--- src/rtl/uart_rx.sv ---
// UART receiver: 1 start bit, DATA_WIDTH data bits LSB first, 1 stop bit.
// Received words sit in a single holding register behind a valid/ready handshake.
module uart_rx #(
  parameter int DATA_WIDTH = 8,
  parameter int BAUD_RATE  = 115200,
  parameter int CLK_FREQ   = 100_000_000
) (
  input  logic                  clk,
  input  logic                  rstn,
  input  logic                  sig_rx,
  output logic [DATA_WIDTH-1:0] data_rx,
  output logic                  valid_rx,
  input  logic                  ready_rx,
  output logic                  err_frame,
  output logic                  err_overrun
);

  localparam int PULSE_WIDTH      = CLK_FREQ / BAUD_RATE;
  localparam int HALF_PULSE_WIDTH = PULSE_WIDTH / 2;
  localparam int CNT_W            = $clog2(PULSE_WIDTH) + 1;
  localparam int DCNT_W           = (DATA_WIDTH > 1) ? $clog2(DATA_WIDTH) : 1;

  localparam logic [CNT_W-1:0]  HALF_RELOAD = CNT_W'(HALF_PULSE_WIDTH - 1);
  localparam logic [CNT_W-1:0]  FULL_RELOAD = CNT_W'(PULSE_WIDTH - 1);
  localparam logic [DCNT_W-1:0] LAST_BIT    = DCNT_W'(DATA_WIDTH - 1);

  typedef enum logic [2:0] {
    ST_IDLE  = 3'd0,
    ST_START = 3'd1,
    ST_DATA  = 3'd2,
    ST_STOP  = 3'd3,
    ST_BREAK = 3'd4
  } state_t;

  state_t                state_r, state_s;
  logic                  sync_meta_r, sync_rx_r;
  logic [CNT_W-1:0]      clk_cnt_r, clk_cnt_s;
  logic [DCNT_W-1:0]     data_cnt_r, data_cnt_s;
  logic [DATA_WIDTH-1:0] shift_r, shift_s;
  logic [DATA_WIDTH-1:0] data_r, data_s;
  logic                  valid_r, valid_s;
  logic                  err_frame_r, err_frame_s;
  logic                  err_overrun_r, err_overrun_s;
  logic                  cnt_zero_s;

  assign data_rx     = data_r;
  assign valid_rx    = valid_r;
  assign err_frame   = err_frame_r;
  assign err_overrun = err_overrun_r;
  assign cnt_zero_s  = (clk_cnt_r == {CNT_W{1'b0}});

  // Next-state, datapath and handshake decisions.
  always_comb begin
    state_s       = state_r;
    clk_cnt_s     = clk_cnt_r;
    data_cnt_s    = data_cnt_r;
    shift_s       = shift_r;
    data_s        = data_r;
    valid_s       = (valid_r && ready_rx) ? 1'b0 : valid_r;
    err_frame_s   = 1'b0;
    err_overrun_s = 1'b0;
    case (state_r)
      ST_IDLE: begin
        if (!sync_rx_r) begin
          clk_cnt_s = HALF_RELOAD;
          state_s   = ST_START;
        end else begin
          state_s   = ST_IDLE;
        end
      end
      ST_START: begin
        if (!cnt_zero_s) begin
          clk_cnt_s = clk_cnt_r - CNT_W'(1);
        end else if (!sync_rx_r) begin
          clk_cnt_s  = FULL_RELOAD;
          data_cnt_s = {DCNT_W{1'b0}};
          state_s    = ST_DATA;
        end else begin
          state_s    = ST_IDLE;
        end
      end
      ST_DATA: begin
        if (!cnt_zero_s) begin
          clk_cnt_s = clk_cnt_r - CNT_W'(1);
        end else begin
          // Right shift with new bit at the MSB leaves the first bit in bit 0.
          shift_s   = (shift_r >> 1) | (DATA_WIDTH'(sync_rx_r) << (DATA_WIDTH - 1));
          clk_cnt_s = FULL_RELOAD;
          if (data_cnt_r == LAST_BIT) begin
            state_s    = ST_STOP;
          end else begin
            data_cnt_s = data_cnt_r + DCNT_W'(1);
          end
        end
      end
      ST_STOP: begin
        if (!cnt_zero_s) begin
          clk_cnt_s = clk_cnt_r - CNT_W'(1);
        end else if (sync_rx_r) begin
          // Back to IDLE at mid-stop so a back-to-back start edge is caught.
          state_s = ST_IDLE;
          if (!valid_r || ready_rx) begin
            data_s  = shift_r;
            valid_s = 1'b1;
          end else begin
            err_overrun_s = 1'b1;
          end
        end else begin
          err_frame_s = 1'b1;
          state_s     = ST_BREAK;
        end
      end
      ST_BREAK: begin
        if (sync_rx_r) begin
          state_s = ST_IDLE;
        end else begin
          state_s = ST_BREAK;
        end
      end
      default: begin
        state_s = ST_IDLE;
      end
    endcase
  end

  // Synchronizer, FSM state and registered outputs.
  always_ff @(posedge clk or negedge rstn) begin
    if (!rstn) begin
      sync_meta_r   <= 1'b1;
      sync_rx_r     <= 1'b1;
      state_r       <= ST_IDLE;
      clk_cnt_r     <= {CNT_W{1'b0}};
      data_cnt_r    <= {DCNT_W{1'b0}};
      shift_r       <= {DATA_WIDTH{1'b0}};
      data_r        <= {DATA_WIDTH{1'b0}};
      valid_r       <= 1'b0;
      err_frame_r   <= 1'b0;
      err_overrun_r <= 1'b0;
    end else begin
      sync_meta_r   <= sig_rx;
      sync_rx_r     <= sync_meta_r;
      state_r       <= state_s;
      clk_cnt_r     <= clk_cnt_s;
      data_cnt_r    <= data_cnt_s;
      shift_r       <= shift_s;
      data_r        <= data_s;
      valid_r       <= valid_s;
      err_frame_r   <= err_frame_s;
      err_overrun_r <= err_overrun_s;
    end
  end

endmodule

--- config.mk ---
export PLATFORM = sky130hd
export DESIGN_NAME = uart_rx
export DESIGN_NICKNAME = d
export VERILOG_FILES = /design/src/rtl/uart_rx.sv
export SDC_FILE = /design/constraint.sdc
export NUM_CORES = 1
export LEC_CHECK = 0
export CAP_MARGIN = 40
export CORE_ASPECT_RATIO = 0.8
export CORE_MARGIN = 4
export CORE_UTILIZATION = 55
export CTS_CLUSTER_DIAMETER = 150
export DETAILED_ROUTE_END_ITERATION = 16
export PLACE_DENSITY = 0.77
export SETUP_SLACK_MARGIN = 0.5
export SYNTH_ARGS = -nofsm -noshare
export SYNTH_HDL_FRONTEND = slang
export SYNTH_SLANG_ARGS = --single-unit
--- constraint.sdc ---
create_clock -name clk -period 3.05 [get_ports clk]
set_clock_uncertainty 0.2 [all_clocks]
set_input_delay 0.4575 -clock clk [delete_from_list [all_inputs] [get_ports clk]]
set_output_delay 0.4575 -clock clk [all_outputs]
set_load 0.005 [all_outputs]
==> results.md <==
- Post-CTS Hold Buffers: 0
- Worst hold path type: in2async
- DR vias/cell: around 6.4
- Slew @ Worst Pin: between 800 and 900 ps
- DRC errors left: 0
- First-pass GRT wire length: 6.71 mm
- Period utilization: between 80% and 90%
- Final setup TNS: 0 ps
- Unique cell type count in the Yosys netlist: 52
- Port buffer count: 14
- Met1 Use GR: a little over a quarter
- CTS root buf: clkbuf_8
- Initial antenna violation count: 0
- Rows: 19
- Commonest cells after routing, fill and taps aside: dfrtp_1, mux2_2, nor2_1
- Die H: just over 60 microns
- Pwr dens: 456 mW/mm^2
- Max incr delay on CP: between 500 and 600 ps
- Syn Inst Count: about 170
- Tmin final: 2460 ps
- Post-CTS Setup Bufs: 0
- Via Count: between 1k and 1.5k
- Diode count: 0
- Most common cell after layout, fill and taps aside: dfrtp_1
- 1st-iter DRT viols: roughly 240
- Synthesized area per cell: 11.4 sq um
- Synthesized area: approximately 0.0020 sq mm
- Routed Antenna Nets: 0
- Worst Path Required: 2980 ps
- Number of global-route vias before repair: ~1.4k
- CP Launch Type: register
- Compound-Gate Fraction of Synth Area: between 15 and 20%
- Area of the core: around 0.0034 sq mm
- Post_cts resized: 0
- Seq cells post-synth: 38
- CTS sink cnt: 38
- CP Capture Type: register
- Ys async rst share: 100%
- Worst VDD drop: ~450 uV
- Multi-input gate area: ~960 sq um
- Critical-path top delay cell: or4b_4
- Placed insts: between 200 and 250
- FF/Latch Area: approximately 950 sq um
- Outcome: finished clean
- CTS buffer count: 5
- Pleak: roughly 1.0 nW
- Relative slew slack: a little under half
- Met2 Usage GRT: ~29%
- Final cell count without fillers: 232
- Grt peak-use layer: met2
- Nets: approximately 200
- Fillers: between 200 and 300
- XOR/XNOR Fraction of Synth Area: less than 1%
- Htree depth: 2
- Hold Vio Cnt, Final: 0
- Mux contribution to synthesized area: about 11%
- HPWL Detailed: 2.81 mm
- I/O pin cnt: 15
- Die Area: around 0.0046 sq mm
- Simple-Gate Fraction of Synth Area: 19.1%
- Met3 usage: under 10%
- Sequential share of the synthesized area: between 40% and 50%
- All-layer global routing usage: around a fifth
- Yosys warnings: 0
- Largest net degree at the start of global routing: 39
- Largest family of logic cells by synthesized area: simple AND/OR/NAND/NOR gates
- Gpl congestion: between 0.9 and 1
- Synthesized net count: 181
- Predominant post-synthesis flop cell: dfrtp_1
- Clock Path Buffers: 2
- Post-Synth Adder-Cell Area: between 1.5 and 2%
- Highest clock rate: just over 0.4 GHz
- Gr ovfl total: 0
- Detailed Route WL: around 4.0 mm
- Slew Viols, Final: 0
- Kind of critical path: reg2reg
- Worst path cell trace: inv_1 -> ha_1 -> or4b_4 -> o41ai_2 -> o221ai_1
- RSZ-0062 raised after global routing: yes
- Skew-Pair Late Insertion Delay: 290 ps
- Die Wd: 75.2 microns
- Max Cap Violations: 0
- CP max FO: 9
- Initial Utilization: 57.6%
- Clk slew on worst S/H paths: about 70 ps
- Share of post-route cells with drive strength above 1: about a quarter
- Per-cell routed wire length: 17.1 microns
- Setup slack, reg-to-reg: 590 ps
- DR pass1 iterations: 5
- EDFF count, synth: 0
- CTS tree: yes
- Layout area overhead: 15.4%
- CP arrival: roughly 2400 ps
- Final Setup Violations: 0
==> routing by layer <==
metal / routed length [microns] / up-vias
met5: 0 / -
met4: 75 / 0
met3: 389 / 10
met2: 1750 / 77
met1: 1740 / 700
li1: - / 694
==> synth_stat cells (3+ instances only) <==
library cell  count  area share [%]
a31oi_1           5             1.6
dfrtp_1          36              45
nand4_1           3            0.95
a21oi_1           6             1.5
o2bb2ai_1         3             1.3
mux2_2           18              10
nor3_1            7             1.8
clkbuf_1          7             1.3
inv_1             5            0.95
ha_1              3             1.9
nand3b_1          4             1.5
nor2_1           14             2.6
o31ai_1           4             1.5
o21ai_0           6             1.5
nand2_1           4            0.76
==> flip-flops by register name (all words and copies together), names as in the netlist <==
signal and flops:
shift_r 8, sync_meta_r 1, state_r 3, err_frame 1, data_cnt_r 3, sync_rx_r 1, clk_cnt_r 11, data_rx 8
err_overrun 1, valid_rx 1
==> where the power goes <==
| part | switching, W | leakage [nW] | internal [W] |
|---|---|---|---|
| registers | 0.00000287 | 0.504 | 0.000506 |
| clock network | 0.000172 | 0.0714 | 0.000349 |
| logic | 0.0000113 | 0.462 | 0.00000489 |
==> kinds of logic (layout without fill, tap and decap cells) <==
group,Yosys count,after routing
compound gates,40,40
buf+inv,15,31
mux,20,20
simple gates,57,57
xor+xnor,1,1
fa+ha+maj,3,3
flops,38,38
==> area by class of cell <==
class / count / share of cell area [%]
flip-flops and latches: 38 / 41.6
inverters: 5 / 0.819
clock buffers: 6 / 3.60
clock inverters: 2 / 2.62
well taps: 42 / 2.29
repair buffers: 18 / 7.21
multi-input cells: 121 / 41.9
==> worst paths after layout <==
| kind | from | endpoint | cells past startpoint |
|---|---|---|---|
| setup / recovery | clk_cnt_r[1] | clk_cnt_r[1] | 5 |
| max in group asynchronous | rstn | clk_cnt_r[0] | 1 |
| hold / removal | rstn | clk_cnt_r[8] | 1 |
| hold reg to reg | sync_meta_r | sync_rx_r | 0 |
| min in group clk | sync_meta_r | sync_rx_r | 0 |
| setup reg to reg | clk_cnt_r[1] | clk_cnt_r[1] | 5 |
==> per-stage QoR <==
stage                     worst slack, ps  util (%)  area (sq um)  power [W]  hold slack (ps)
after floorplan                       783         -          1990   0.000522            -38.1
after global placement                652      61.9          2130   0.000535              148
after detailed placement              557      61.9          2130   0.000536              148
after CTS                             551      66.1          2280    0.00106             84.5
after global routing                  486      66.5          2290    0.00108              121
final                                 593      66.5          2290    0.00105             51.2
==> critical path: cells and delay by family (launching register included) <==
kind / cells / cell delay [ps]
flip-flops: 1 / 400
buffers and inverters: 1 / 110
AO/OA/AOI/OAI: 2 / 790
adder cells (fa/ha/maj): 1 / 240
AND/OR/NAND/NOR: 1 / 580
Note: power is estimated with default switching activity, not from simulation.
